### src/rtl/add4_operand_loader_if.sv
// Operand-loader bus: producer-side operand handshake and consumer-side operand-set handshake.
// The loader sits on the slave modport; the environment driving it uses master.
interface add4_operand_loader_if #(
  parameter int WIDTH = 4
);
  logic [WIDTH-1:0] in_data;
  logic             in_valid;
  logic             in_ready;
  logic [WIDTH-1:0] a;
  logic [WIDTH-1:0] b;
  logic [WIDTH-1:0] c;
  logic [WIDTH-1:0] d;
  logic             out_valid;
  logic             out_ready;

  modport master (
    output in_data, in_valid, out_ready,
    input  in_ready, a, b, c, d, out_valid
  );

  modport slave (
    input  in_data, in_valid, out_ready,
    output in_ready, a, b, c, d, out_valid
  );
endinterface

### src/rtl/add4_operand_loader.sv
// Collects four operands one per cycle and presents them as an a/b/c/d set to add4,
// holding the set until it is taken; counts completed output transfers.
module add4_operand_loader #(
  parameter int WIDTH = 4,
  parameter int CNT_W = 8
) (
  input  logic               clk,
  input  logic               rst,
  input  logic               abort,
  add4_operand_loader_if.slave bus,
  output logic [1:0]         op_idx,
  output logic [CNT_W-1:0]   txn_cnt
);

  // state   | meaning
  // COLLECT | accepting operands into slot op_idx
  // PRESENT | full set on a..d, waiting for out_ready
  typedef enum logic {COLLECT, PRESENT} state_t;

  state_t           state_q, state_d;
  logic [WIDTH-1:0] slot_q [4];
  logic             in_xfer, out_xfer;
  logic             in_ready_int, out_valid_int;

  always_ff @(posedge clk) begin
    if (rst) state_q <= COLLECT;
    else     state_q <= state_d;
  end

  always_comb begin
    state_d       = state_q;
    in_ready_int  = 1'b0;
    out_valid_int = 1'b0;
    in_xfer       = 1'b0;
    out_xfer      = 1'b0;
    case (state_q)
      COLLECT: begin
        in_ready_int = 1'b1;
        in_xfer      = bus.in_valid && !abort;
        if (in_xfer && op_idx == 2'd3) state_d = PRESENT;
      end
      PRESENT: begin
        out_valid_int = 1'b1;
        out_xfer      = bus.out_ready && !abort;
        if (out_xfer) state_d = COLLECT;
      end
      default: state_d = COLLECT;
    endcase
    if (abort) state_d = COLLECT;
  end

  // Abort wipes the partial or presented set; the transaction count survives it.
  always_ff @(posedge clk) begin
    if (rst) begin
      op_idx  <= '0;
      txn_cnt <= '0;
      for (int i = 0; i < 4; i++) slot_q[i] <= '0;
    end else if (abort) begin
      op_idx <= '0;
      for (int i = 0; i < 4; i++) slot_q[i] <= '0;
    end else begin
      if (in_xfer) begin
        slot_q[op_idx] <= bus.in_data;
        op_idx         <= op_idx + 2'd1;
      end
      if (out_xfer) txn_cnt <= txn_cnt + 1'b1;
    end
  end

  assign bus.in_ready  = in_ready_int;
  assign bus.out_valid = out_valid_int;
  assign bus.a         = slot_q[0];
  assign bus.b         = slot_q[1];
  assign bus.c         = slot_q[2];
  assign bus.d         = slot_q[3];

endmodule

### src/flat_wrapper.sv
// flat-port wrapper written by rule: the top's interface ports become plain ports
module add4_operand_loader_flat 
#(
  parameter int WIDTH = 4,
  parameter int CNT_W = 8
)
  (clk, rst, abort, op_idx, txn_cnt, bus_in_data, bus_in_valid, bus_out_ready, bus_in_ready, bus_a, bus_b, bus_c, bus_d, bus_out_valid);
  add4_operand_loader_if #(.WIDTH(WIDTH)) bus_i ();
  input  logic clk;
  input  logic rst;
  input  logic abort;
  output logic [1:0] op_idx;
  output logic [CNT_W-1:0] txn_cnt;
  input wire logic [$bits(bus_i.in_data)-1:0] bus_in_data;
  input wire logic [$bits(bus_i.in_valid)-1:0] bus_in_valid;
  input wire logic [$bits(bus_i.out_ready)-1:0] bus_out_ready;
  output wire logic [$bits(bus_i.in_ready)-1:0] bus_in_ready;
  output wire logic [$bits(bus_i.a)-1:0] bus_a;
  output wire logic [$bits(bus_i.b)-1:0] bus_b;
  output wire logic [$bits(bus_i.c)-1:0] bus_c;
  output wire logic [$bits(bus_i.d)-1:0] bus_d;
  output wire logic [$bits(bus_i.out_valid)-1:0] bus_out_valid;
  assign bus_i.in_data = bus_in_data;
  assign bus_i.in_valid = bus_in_valid;
  assign bus_i.out_ready = bus_out_ready;
  assign bus_in_ready = bus_i.in_ready;
  assign bus_a = bus_i.a;
  assign bus_b = bus_i.b;
  assign bus_c = bus_i.c;
  assign bus_d = bus_i.d;
  assign bus_out_valid = bus_i.out_valid;
  add4_operand_loader #(.WIDTH(WIDTH), .CNT_W(CNT_W)) u_core (.clk(clk), .rst(rst), .abort(abort), .bus(bus_i), .op_idx(op_idx), .txn_cnt(txn_cnt));
endmodule
### config.mk
export PLATFORM = sky130hd
export DESIGN_NAME = add4_operand_loader_flat
export DESIGN_NICKNAME = d
export VERILOG_FILES = /design/src/rtl/add4_operand_loader_if.sv /design/src/rtl/add4_operand_loader.sv /design/src/flat_wrapper.sv
export SDC_FILE = /design/constraint.sdc
export NUM_CORES = 1
export LEC_CHECK = 0
export ABC_AREA = 1
export BUFFER_PORTS_ARGS = -buffer_cell sky130_fd_sc_hd__buf_4
export CORE_ASPECT_RATIO = 1.1
export CORE_MARGIN = 2
export CORE_UTILIZATION = 40
export DETAILED_ROUTE_END_ITERATION = 10
export PLACE_DENSITY = 0.77
export SKIP_CTS_REPAIR_TIMING = 1
export SYNTH_ARGS = -nofsm -noshare
export SYNTH_HDL_FRONTEND = slang
export SYNTH_SLANG_ARGS = --single-unit
### constraint.sdc
create_clock -name clk -period 1.7 [get_ports clk]
set_input_delay 0.255 -clock clk [delete_from_list [all_inputs] [get_ports clk]]
set_output_delay 0.255 -clock clk [all_outputs]
set_load 0.02 [all_outputs]
# Yosys cells after proc, flatten, opt, wreduce, memory -nomap -nowiden
# Memory sizes are Yosys's and may differ from the RTL's.
# Index checks and enable logic that the tools add are counted.
[word_totals]
output_inout_bits = 28
elab_cells = 43
mem_bits_rw = 16
in_bits = 9
regBits = 11
memories = 1
[op_classes]
add_sub_neg = 2
n_bitwise = 6
eq_ne = 1
mux = 23
reduce_logical = 7
[memory_table]
columns = ["memory", "depth", "width", "rd", "rd_clocked_by_memory_dff", "wr", "line", "source"]
rows = [
  ["u_core.slot_q", 4, 4, 4, 0, 4, "add4_operand_loader.sv:21", "logic [WIDTH-1:0] slot_q [4];"],
]
[ops]
columns = ["op", "n"]
rows = [
  ["4-bit 2-to-1 mux", 5],
  ["1-bit 2-to-1 mux", 16],
  ["8-bit by 1-bit adder with 8-bit output, second input constant", 1],
  ["1-bit bitwise OR", 4],
  ["4-bit OR reduction", 1],
  ["1-bit logical AND", 3],
  ["2-bit by 1-bit adder with 2-bit output, second input constant", 1],
  ["2-bit equality test, second input constant", 1],
  ["2-bit 2-to-1 mux", 1],
  ["1-bit NOT", 2],
  ["1-bit one-hot mux with 2 select lines", 1],
  ["2-bit AND reduction", 1],
  ["2-bit OR reduction", 1],
  ["1-bit logical NOT", 1],
]

# Logic depth before layout (Yosys ltp)
# Gate-level depths: netlist of the first run.
[depth]
word_depth = 9
depth_mapped = 6
depth_no_buf = 6

# Worst setup path before layout of the first run
# Ideal clock, no wire load.
[synth_path]
path_kind = "reg2reg"
startpoint = "register u_core.state_q"
endpoint = "memory u_core.slot_q[0][0] (enable)"
n_path_buf = 0
path_stages_with_launch = 6
setup_slack_ns = 0.268
required_ns = 1.393
t_arrival_ns = 1.125
setup_ns = 0.307
synth_period_minus_slack_ns = 1.432
path_cell_list = "dfxtp_1 -> inv_1 -> nand2_4 -> nor2_8 -> nand2_4 -> nand2_1"
[synth_lines]
columns = ["element", "line", "source"]
rows = [
  ["start, declared", "add4_operand_loader.sv:20", "state_t state_q, state_d;"],
  ["start signal, assigned", "add4_operand_loader.sv:27", "else state_q <= state_d;"],
  ["end, declared", "add4_operand_loader.sv:21", ""],
]

==> impl_metrics.py, run 1 <==
metrics = {
    "floorplan": {
        "rows": 20,
        "die_area_um2": 3490,
        "core_area_um2": 2830,
        "die_y_um": 61.7,
        "num_io_pins": 37,
        "die_w_um": 56.5,
        "initial_core_util_pct": 42.9,
    },
    "synth": {
        "synth_top_area_cell": "edfxtp_1",
        "synth_top_flop_cell": "edfxtp_1",
        "ys_seq_area_share_pct": 57.8,
        "synth.most_common_cell": "nor2_1",
        "netlist_area_um2": 1210,
        "yosys-top-cells-count": "26 x nor2_1, 22 x nand2_1, 16 x edfxtp_1",
        "ys_ff_latch": 27,
        "yosysWarnings": 0,
        "synth_area_leaders": "edfxtp_1 40%, dfxtp_1 18%, nor2_1 8.0%",
        "synthArstFlopShare_pct": 0,
        "synth_edf_count": 16,
        "syn_area_per_cell_um2": 10.1,
        "syn_nets": 134,
        "synth_top_area_share_pct": 39.6,
        "synth.distinct_cells": 15,
        "syn_inst": 120,
    },
    "clock_tree": {
        "clkTransAtPathRegs_ns": 0.13,
        "htreeDepth": 1,
        "cts.sinks": 27,
        "clock_latency_ns": 0.32,
        "cts_buffers": 3,
        "cts_tree": "yes",
        "cts_buffer_depth": 2,
        "cts_root_buf": "clkbuf_4",
    },
    "timing": {
        "worstMarginPinSlew_ns": 0.213,
        "hold_viol_final": 0,
        "maxSlewViolCount": 0,
        "finalSetupViolCount": 0,
        "fin_crit_ns": 1.30,
        "worst_clock_skew_ns": 0.00666,
        "rsz0062_at_grt": "no",
        "fin_crit_sh_pct": 76.6,
        "max_freq_mhz": 768,
        "holdWs_ns": 0.125,
        "tns_ns": 0,
        "worst_slack_ns": 0.398,
        "relSlewSlack_pct": 85.8,
    },
    "setup_path": {
        "r2r_cells": 5,
        "cp-start-kind": "flip-flop",
        "cp_data_arrival_time_ns": 1.33,
        "worst_path_max_delay_cell": "dfxtp_1",
        "critPathMaxStageDelay_ns": 0.38,
        "worstReg2RegEnd": "u_core.slot_q[0][2]",
        "r2r_setup_slack_ns": 0.40,
        "cp_common_cell": "nand2_4",
        "path_class": "flip-flop to flip-flop",
        "cp.required_ns": 1.73,
        "crit_chain": "inv_1, nand2_4, nor2_8, nand2_4, nand2_1",
        "crit_fanout": 5,
        "end_kind": "flip-flop",
        "worst_r2r_startpoint": "u_core.state_q",
    },
    "worst_hold_path": {
        "hp-class": "primary input to flip-flop",
        "worstHoldEndpoint": "u_core.txn_cnt[2]",
        "min_from": "rst",
        "whs_path_depth": 2,
    },
    "global_routing": {
        "antenna_found_initial": 0,
        "grt_pass1_wl_um": 3620,
        "grt_max_degree": 15,
        "grt_usage_pct": 13.6,
        "overflow": 0,
        "grt_pass1_vias": 869,
    },
    "run_status": {
        "status": "finished clean",
    },
    "placement": {
        "gp_congestion": 0.799,
        "place_hpwl_um": 1850,
        "io_buffer_count": 36,
        "place_ws_ns": 0.321,
        "dp.cells": 189,
    },
    "routing": {
        "first_iter_violations": 18,
        "drc": 0,
        "routedWlPerCell_um": 11.6,
        "vias": 909,
        "firstDrtPassIters": 4,
        "routed_wl_um": 2240,
        "ant_nets": 0,
        "via_per_inst": 4.71,
    },
    "final_layout": {
        "fin_nets": 175,
        "final_cells": 193,
        "drive_gt1_share_pct": 31.3,
        "syn_to_final_growth_pct": 27.9,
        "antenna_cells": 0,
    },
    "power": {
        "peakVddDrop_uv": 374,
        "p_leak_nw": 0.753,
        "total_power_mw": 1.11,
        "cellPowerDensity_nw_per_um2": 716,
    },
    "job": {
        "max_cap_viol_count": 0,
    },
}
==> layout make-up <==
type | instances | area, um^2
multi-input combinational | 80 | 463
tap | 33 | 41.3
inverter | 13 | 48.8
clock buffer | 4 | 26.3
sequential | 27 | 701
timing repair buffer | 36 | 270
fill | 264 | 1280
==> flip-flops by register name, summed over array words and instances, names as in the netlist <==
register	count
u_core.txn_cnt	8
u_core.op_idx	2
u_core.state_q	1
u_core.slot_q	16
==> cells in the final DEF (no fill, tap or decap) <==
cell type	count
xor2_1	2
inv_1	12
nand3_1	5
inv_2	1
nor2_4	3
nor2_8	1
o21ai_0	2
clkbuf_4	3
edfxtp_1	16
nor2_1	26
buf_4	36
nand2_1	22
a21oi_1	8
ha_1	5
clkbuf_1	1
nand2_4	5
dfxtp_1	11
nand3_4	1
==> stage by stage <==
| step | utilization [%] | area (um^2) |
|---|---|---|
| 4_1_cts | 54.8 | 1550 |
| 3_5_place_dp | 53.9 | 1520 |
| 3_3_place_gp | 53.9 | 1520 |
| 5_1_grt | 54.8 | 1550 |
| 2_1_floorplan | - | 1210 |
| 6_report | 54.8 | 1550 |
==> power breakdown <==
group	switching, mW	total [mW]	internal (mW)
combinational	0.0766	0.125	0.0487
sequential	0.00692	0.718	0.711
clock	0.175	0.267	0.0919
total	0.258	1.11	0.851
==> cells by family (layout without fill, tap and decap cells) <==
logic type / Yosys count / count (layout) / share of synthesized area [%]
adder cells (fa/ha/maj): 5 / 5 / 5.16
XOR/XNOR: 2 / 2 / 1.45
buffers and inverters: 13 / 53 / 4.02
AND/OR/NAND/NOR: 63 / 63 / 27.5
flip-flops: 27 / 27 / 57.8
AO/OA/AOI/OAI: 10 / 10 / 4.13
==> worst max-delay path by stage <==
stage / from / end / slack, ns / cells after the start
finish: u_core.state_q / u_core.slot_q[0][2] / 0.40 / 5
global route: u_core.state_q / u_core.slot_q[0][2] / 0.32 / 5
CTS: u_core.state_q / u_core.slot_q[0][2] / 0.38 / 5
detailed placement: abort / u_core.slot_q[0][2] / 0.32 / 6
global placement: abort / u_core.slot_q[1][3] / 0.38 / 6
floorplan: u_core.state_q / u_core.slot_q[0][0] / 0.27 / 5
==> routing by layer <==
layer,global-route usage (%),routed length [um],vias to the layer above
met3,2.28,99,8
met5,0,0,-
met1,15.3,920,415
met2,24.6,1150,22
met4,8.50,72,0
li1,-,-,464
==> worst max-delay path, delay by kind of cell (launching register included) <==
| family | cells | cell delay, ns |
|---|---|---|
| AND/OR/NAND/NOR | 4 | 0.52 |
| buffers and inverters | 1 | 0.13 |
| flip-flops | 1 | 0.38 |
Note: power is estimated with default switching activity, not from simulation.
==> run 2: changes to the inputs <==
- ABC_AREA: 1 -> 0
- clock period: 1.7 -> 1.34 ns (I/O delays scaled with it)
==> run 2 against run 1 <==
Net effect: sequential share of layout area is 0.12 points lower; synthesized cell count is 18% lower; cell area is 1.7% higher; sequential power is 26% higher; largest cell class unchanged; largest power group unchanged.
==> impl_metrics.py, run 2 <==
metrics = {
    "run_status": {
        "status": "finished clean",
    },
    "power": {
        "total_power_mw": 1.40,
        "comb_power_share_pct": 11.3,
        "p_int_mw": 1.08,
        "clkPwrFrac_pct": 23.9,
        "cellPowerDensity_nw_per_um2": 889,
        "p_seq_share_pct": 64.8,
        "p_leak_nw": 0.731,
        "switching_power_mw": 0.319,
        "peakVddDrop_uv": 676,
        "switching_share_pct": 22.7,
    },
    "synth": {
        "yosys-top-cells-count": "16 x and3_1, 16 x edfxtp_1, 11 x dfxtp_1",
        "ys_ff_latch": 27,
        "synth_area_leaders": "edfxtp_1 41%, dfxtp_1 19%, and3_1 8.5%",
        "synth.distinct_cells": 26,
        "syn_area_per_cell_um2": 12.0,
        "yosysWarnings": 0,
        "ys_seq_area_share_pct": 59.6,
        "synth_top_area_share_pct": 40.9,
        "synth_edf_count": 16,
        "synthArstFlopShare_pct": 0,
        "syn_nets": 112,
        "synth_top_area_cell": "edfxtp_1",
        "synth_top_flop_cell": "edfxtp_1",
        "netlist_area_um2": 1170,
        "syn_inst": 98,
    },
    "routing": {
        "dr_wl_met2_um": 1210,
        "first_iter_violations": 20,
        "vias": 916,
        "routedWlPerCell_um": 13.3,
        "via_per_inst": 5.23,
        "routed_wl_um": 2330,
        "dr.max_layer_used": "met4",
        "wl_met1_um": 912,
        "drc": 0,
        "wl_met3_um": 165,
        "ant_nets": 0,
        "firstDrtPassIters": 4,
    },
    "global_routing": {
        "antenna_found_initial": 0,
        "grt_pass1_wl_um": 3770,
        "grt_pass1_vias": 863,
        "grt_usage_pct": 14.8,
        "overflow": 0,
        "grt_max_degree": 15,
    },
    "floorplan": {
        "initial_core_util_pct": 42.3,
        "die_y_um": 60.8,
        "num_io_pins": 37,
        "rows": 20,
        "core_area_um2": 2780,
        "die_w_um": 55.7,
        "die_area_um2": 3390,
    },
    "placement": {
        "gp_congestion": 0.763,
        "placed_area_um2": 1530,
        "dp.cells": 170,
        "place_hpwl_um": 1840,
        "place_ws_ns": 0.0520,
        "io_buffer_count": 36,
    },
    "setup_path": {
        "cp-start-kind": "flip-flop",
        "worst_path_max_delay_cell": "dfxtp_4",
        "critical_path.top_delay_family": "simple AND/OR/NAND/NOR gates",
        "path_class": "flip-flop to flip-flop",
        "end_kind": "flip-flop",
        "crit_fanout": 7,
        "critPathMaxStageDelay_ns": 0.40,
        "crit_buf_inv": 0,
        "cp.required_ns": 1.37,
        "crit_chain": "nor4b_4, nand2_1, nand2_2",
        "cp_data_arrival_time_ns": 1.32,
    },
    "job": {
        "max_cap_viol_count": 0,
    },
    "final_layout": {
        "top_regs": "u_core.slot_q (16), u_core.txn_cnt (8), u_core.op_idx (2)",
        "antenna_cells": 0,
        "regMostFlops": "u_core.slot_q",
        "final_cells": 175,
        "syn_to_final_growth_pct": 34.2,
        "layout_common_cells": "42 x buf_4, 16 x and3_1, 16 x edfxtp_1, 7 x nand2_1, 7 x dfxtp_1",
        "fin_nets": 157,
        "fin_area_um2": 1580,
        "largest_register_ffs": 16,
        "drive_gt1_share_pct": 40.8,
        "fillCellCount": 251,
        "final_common_cell": "buf_4",
        "final_util_pct": 56.8,
    },
    "clock_tree": {
        "cts_tree": "yes",
        "clock_latency_ns": 0.31,
        "cts.sinks": 27,
        "cts_buffer_depth": 2,
        "htreeDepth": 1,
        "cts_root_buf": "clkbuf_4",
        "clkTransAtPathRegs_ns": 0.14,
        "cts_buffers": 3,
    },
    "timing": {
        "worstMarginPinSlew_ns": 0.320,
        "rsz0062_at_grt": "no",
        "worst_clock_skew_ns": 0.0108,
        "fin_crit_ns": 1.28,
        "maxSlewViolCount": 0,
        "finalSetupViolCount": 0,
        "relSlewSlack_pct": 78.6,
        "fin_crit_sh_pct": 95.8,
        "worst_slack_ns": 0.0565,
        "max_freq_mhz": 779,
        "tns_ns": 0,
        "holdWs_ns": 0.0947,
        "hold_viol_final": 0,
    },
    "worst_hold_path": {
        "hp-class": "primary input to flip-flop",
    },
}
run 2: power by group through the flow:
stage	registers, mW	logic [mW]	clock network [mW]
detailed placement	0.930	0.159	0
global placement	0.927	0.155	0
finish	0.908	0.158	0.336
global route	0.911	0.169	0.384
CTS	0.911	0.159	0.342
floorplan	0.963	0.0419	0
run 2: area by class of cell:
class	instances	area [um^2]	area share [%]
inverter	3	11.3	0.714
multi-input combinational	66	472	29.9
timing repair buffer	42	315	20.0
sequential	27	711	45.1
clock buffer	4	26.3	1.67
tap	33	41.3	2.62
run 2: worst paths after layout:
kind | from | endpoint | slack (ns) | depth (start not counted)
worst min-delay path | abort | u_core.op_idx[0] | 0.09 | 2
worst max-delay path | u_core.state_q | u_core.slot_q[1][0] | 0.06 | 3
worst min register to register | u_core.txn_cnt[7] | u_core.txn_cnt[7] | 0.51 | 2
worst max register to register | u_core.state_q | u_core.slot_q[1][0] | 0.06 | 3
run 2: kinds of logic after synthesis:
| logic type | synth area share [%] |
|---|---|
| adders and majority gates | 5.32 |
| AOI/OAI and AO/OA | 5.32 |
| buffers and inverters | 1.60 |
| xor gates and xnor gates | 2.24 |
| DFF | 59.6 |
| and+or+nand+nor | 24.2 |
| muxes | 1.70 |
run 2: layer usage:
| layer | GRT usage, % | vias up |
|---|---|---|
| li1 | - | 449 |
| met1 | 15.4 | 423 |
| met2 | 27.9 | 40 |
| met3 | 3.20 | 4 |
| met4 | 8.71 | 0 |
| met5 | 0 | - |
==> run 3: changes to the inputs <==
- CELL_PAD_IN_SITES_DETAIL_PLACEMENT: unset -> 0
- CELL_PAD_IN_SITES_GLOBAL_PLACEMENT: unset -> 1
- CORE_UTILIZATION: 40 -> 38
- PLACE_DENSITY: 0.77 -> 0.89
==> run 3 against run 2 <==
Net effect: count of clock-buffer cells in the layout is the same; wire length grew 7.6%; critical path type unchanged; sequential power is essentially flat; largest cell class unchanged; die area grew 4.9%; non-clock buffer count grew 7.
==> impl_metrics.py, run 3 (same netlist as run 2, synthesis figures left out) <==
metrics = {
    "routing": {
        "routed_wl_um": 2510,
        "vias": 942,
        "via_per_inst": 5.15,
        "firstDrtPassIters": 4,
        "routedWlPerCell_um": 13.7,
        "drc": 0,
        "ant_nets": 0,
        "first_iter_violations": 24,
    },
    "final_layout": {
        "layout_common_cells": "46 x buf_4, 16 x and3_1, 16 x edfxtp_1, 6 x dfxtp_1",
        "top_regs": "u_core.slot_q (16), u_core.txn_cnt (8), u_core.op_idx (2)",
        "largest_register_ffs": 16,
        "regMostFlops": "u_core.slot_q",
        "antenna_cells": 0,
        "final_util_pct": 56.0,
        "fin_nets": 164,
        "syn_to_final_growth_pct": 42.7,
        "drive_gt1_share_pct": 47.0,
        "final_common_cell": "buf_4",
    },
    "global_routing": {
        "grt_pass1_vias": 876,
        "antenna_found_initial": 0,
        "grt_max_degree": 20,
        "grt_usage_pct": 13.7,
        "overflow": 0,
        "grt_pass1_wl_um": 3910,
    },
    "power": {
        "p_leak_nw": 0.781,
        "cellPowerDensity_nw_per_um2": 848,
        "peakVddDrop_uv": 387,
    },
    "clock_tree": {
        "cts_buffers": 3,
        "clkTransAtPathRegs_ns": 0.13,
        "cts_buffer_depth": 2,
        "cts_root_buf": "clkbuf_4",
        "cts_tree": "yes",
        "cts.sinks": 27,
        "clock_latency_ns": 0.31,
        "htreeDepth": 1,
    },
    "worst_hold_path": {
        "min_from": "abort",
        "whs_path_depth": 2,
        "hp-class": "primary input to flip-flop",
        "worstHoldEndpoint": "u_core.op_idx[0]",
    },
    "setup_path": {
        "worstReg2RegEnd": "u_core.slot_q[2][0]",
        "path_class": "flip-flop to flip-flop",
        "r2r_cells": 4,
        "crit_start": "u_core.state_q",
        "crit_fanout": 7,
        "critical_path.top_delay_family": "simple AND/OR/NAND/NOR gates",
        "r2r_setup_slack_ns": 0.06,
        "cp_data_arrival_time_ns": 1.32,
        "crit_chain": "nor4b_4, buf_12, nand2_1, nand2_2",
        "worst_path_max_delay_cell": "dfxtp_4",
        "crit_buf_inv": 1,
        "cp.required_ns": 1.38,
        "worst_r2r_startpoint": "u_core.state_q",
        "critPathMaxStageDelay_ns": 0.39,
        "cp-start-kind": "flip-flop",
        "end_kind": "flip-flop",
    },
    "timing": {
        "worst_clock_skew_ns": 0.00250,
        "maxSlewViolCount": 0,
        "hold_viol_final": 0,
        "tns_ns": 0,
        "relSlewSlack_pct": 80.8,
        "rsz0062_at_grt": "yes",
        "finalSetupViolCount": 0,
        "worstMarginPinSlew_ns": 0.286,
        "fin_crit_sh_pct": 95.6,
        "fin_crit_ns": 1.28,
        "max_freq_mhz": 781,
    },
    "floorplan": {
        "initial_core_util_pct": 39.2,
        "die_w_um": 57.0,
        "die_area_um2": 3550,
        "die_y_um": 62.3,
        "core_area_um2": 3000,
        "rows": 21,
        "num_io_pins": 37,
    },
    "placement": {
        "io_buffer_count": 36,
        "place_hpwl_um": 1810,
        "gp_congestion": 0.711,
    },
    "run_status": {
        "status": "finished clean",
    },
    "job": {
        "max_cap_viol_count": 0,
    },
}
## run 3: cell count changes in the layout (fill, tap and decap cells not counted), moves of 2 or more
cell	before	now
nand2_1	7	5
buf_4	42	46
a21oi_1	4	2
a21oi_2	1	3
o21ai_1	0	2
nand2_2	3	5
o21ai_0	3	1
## run 3: report_power, final
part           total [mW]  internal, mW  leakage, nW  switching, mW
clock network       0.333         0.116       0.0150          0.217
logic               0.182        0.0856        0.495         0.0962
registers           0.907         0.898        0.270        0.00880
total                1.42          1.10        0.781          0.322
## run 3: metrics by stage
| step | cell area (um^2) | cells | setup WS, ns | hold slack (ns) | power, mW |
|---|---|---|---|---|---|
| global route | 1680 | 183 | -0.0351 | 0.108 | 1.48 |
| CTS | 1590 | 178 | 0.00826 | 0.0941 | 1.42 |
| detailed placement | 1570 | 174 | 0.0287 | 0.442 | 1.09 |
| floorplan | 1190 | 98 | -0.113 | 0.278 | 1.00 |
| finish | 1680 | 183 | 0.0595 | 0.102 | 1.42 |
| global placement | 1570 | 174 | 0.0563 | 0.435 | 1.09 |
## run 3: routing by layer
metal  share of wire (%)  vias up  track usage (%)  routed length (um)
met5                   0        -                0                   0
met4                0.24        0             4.94                   6
met3                 6.5        2             2.50                 164
met2                  54       36             22.8                1350
met1                  39      445             17.5                 987
li1                    -      459                -                   -
## run 3: cell type report
class                           count  area [um^2]
Timing Repair Buffer               49          402
Multi-Input combinational cell     66          483
Sequential cell                    27          712
Inverter                            3         11.3
Clock buffer                        4         26.3
Tap cell                           34         42.5
Fill cell                         280         1320
## run 3: how the worst max path moves through the flow
stage	slack, ns	end	cells after the start
2_1_floorplan	-0.11	u_core.slot_q[0][0]	4
3_3_place_gp	0.06	u_core.slot_q[1][2]	4
3_5_place_dp	0.03	u_core.slot_q[0][0]	4
4_1_cts	0.008	u_core.txn_cnt[7]	4
5_1_grt	-0.04	u_core.txn_cnt[4]	5
6_report	0.06	u_core.slot_q[2][0]	4
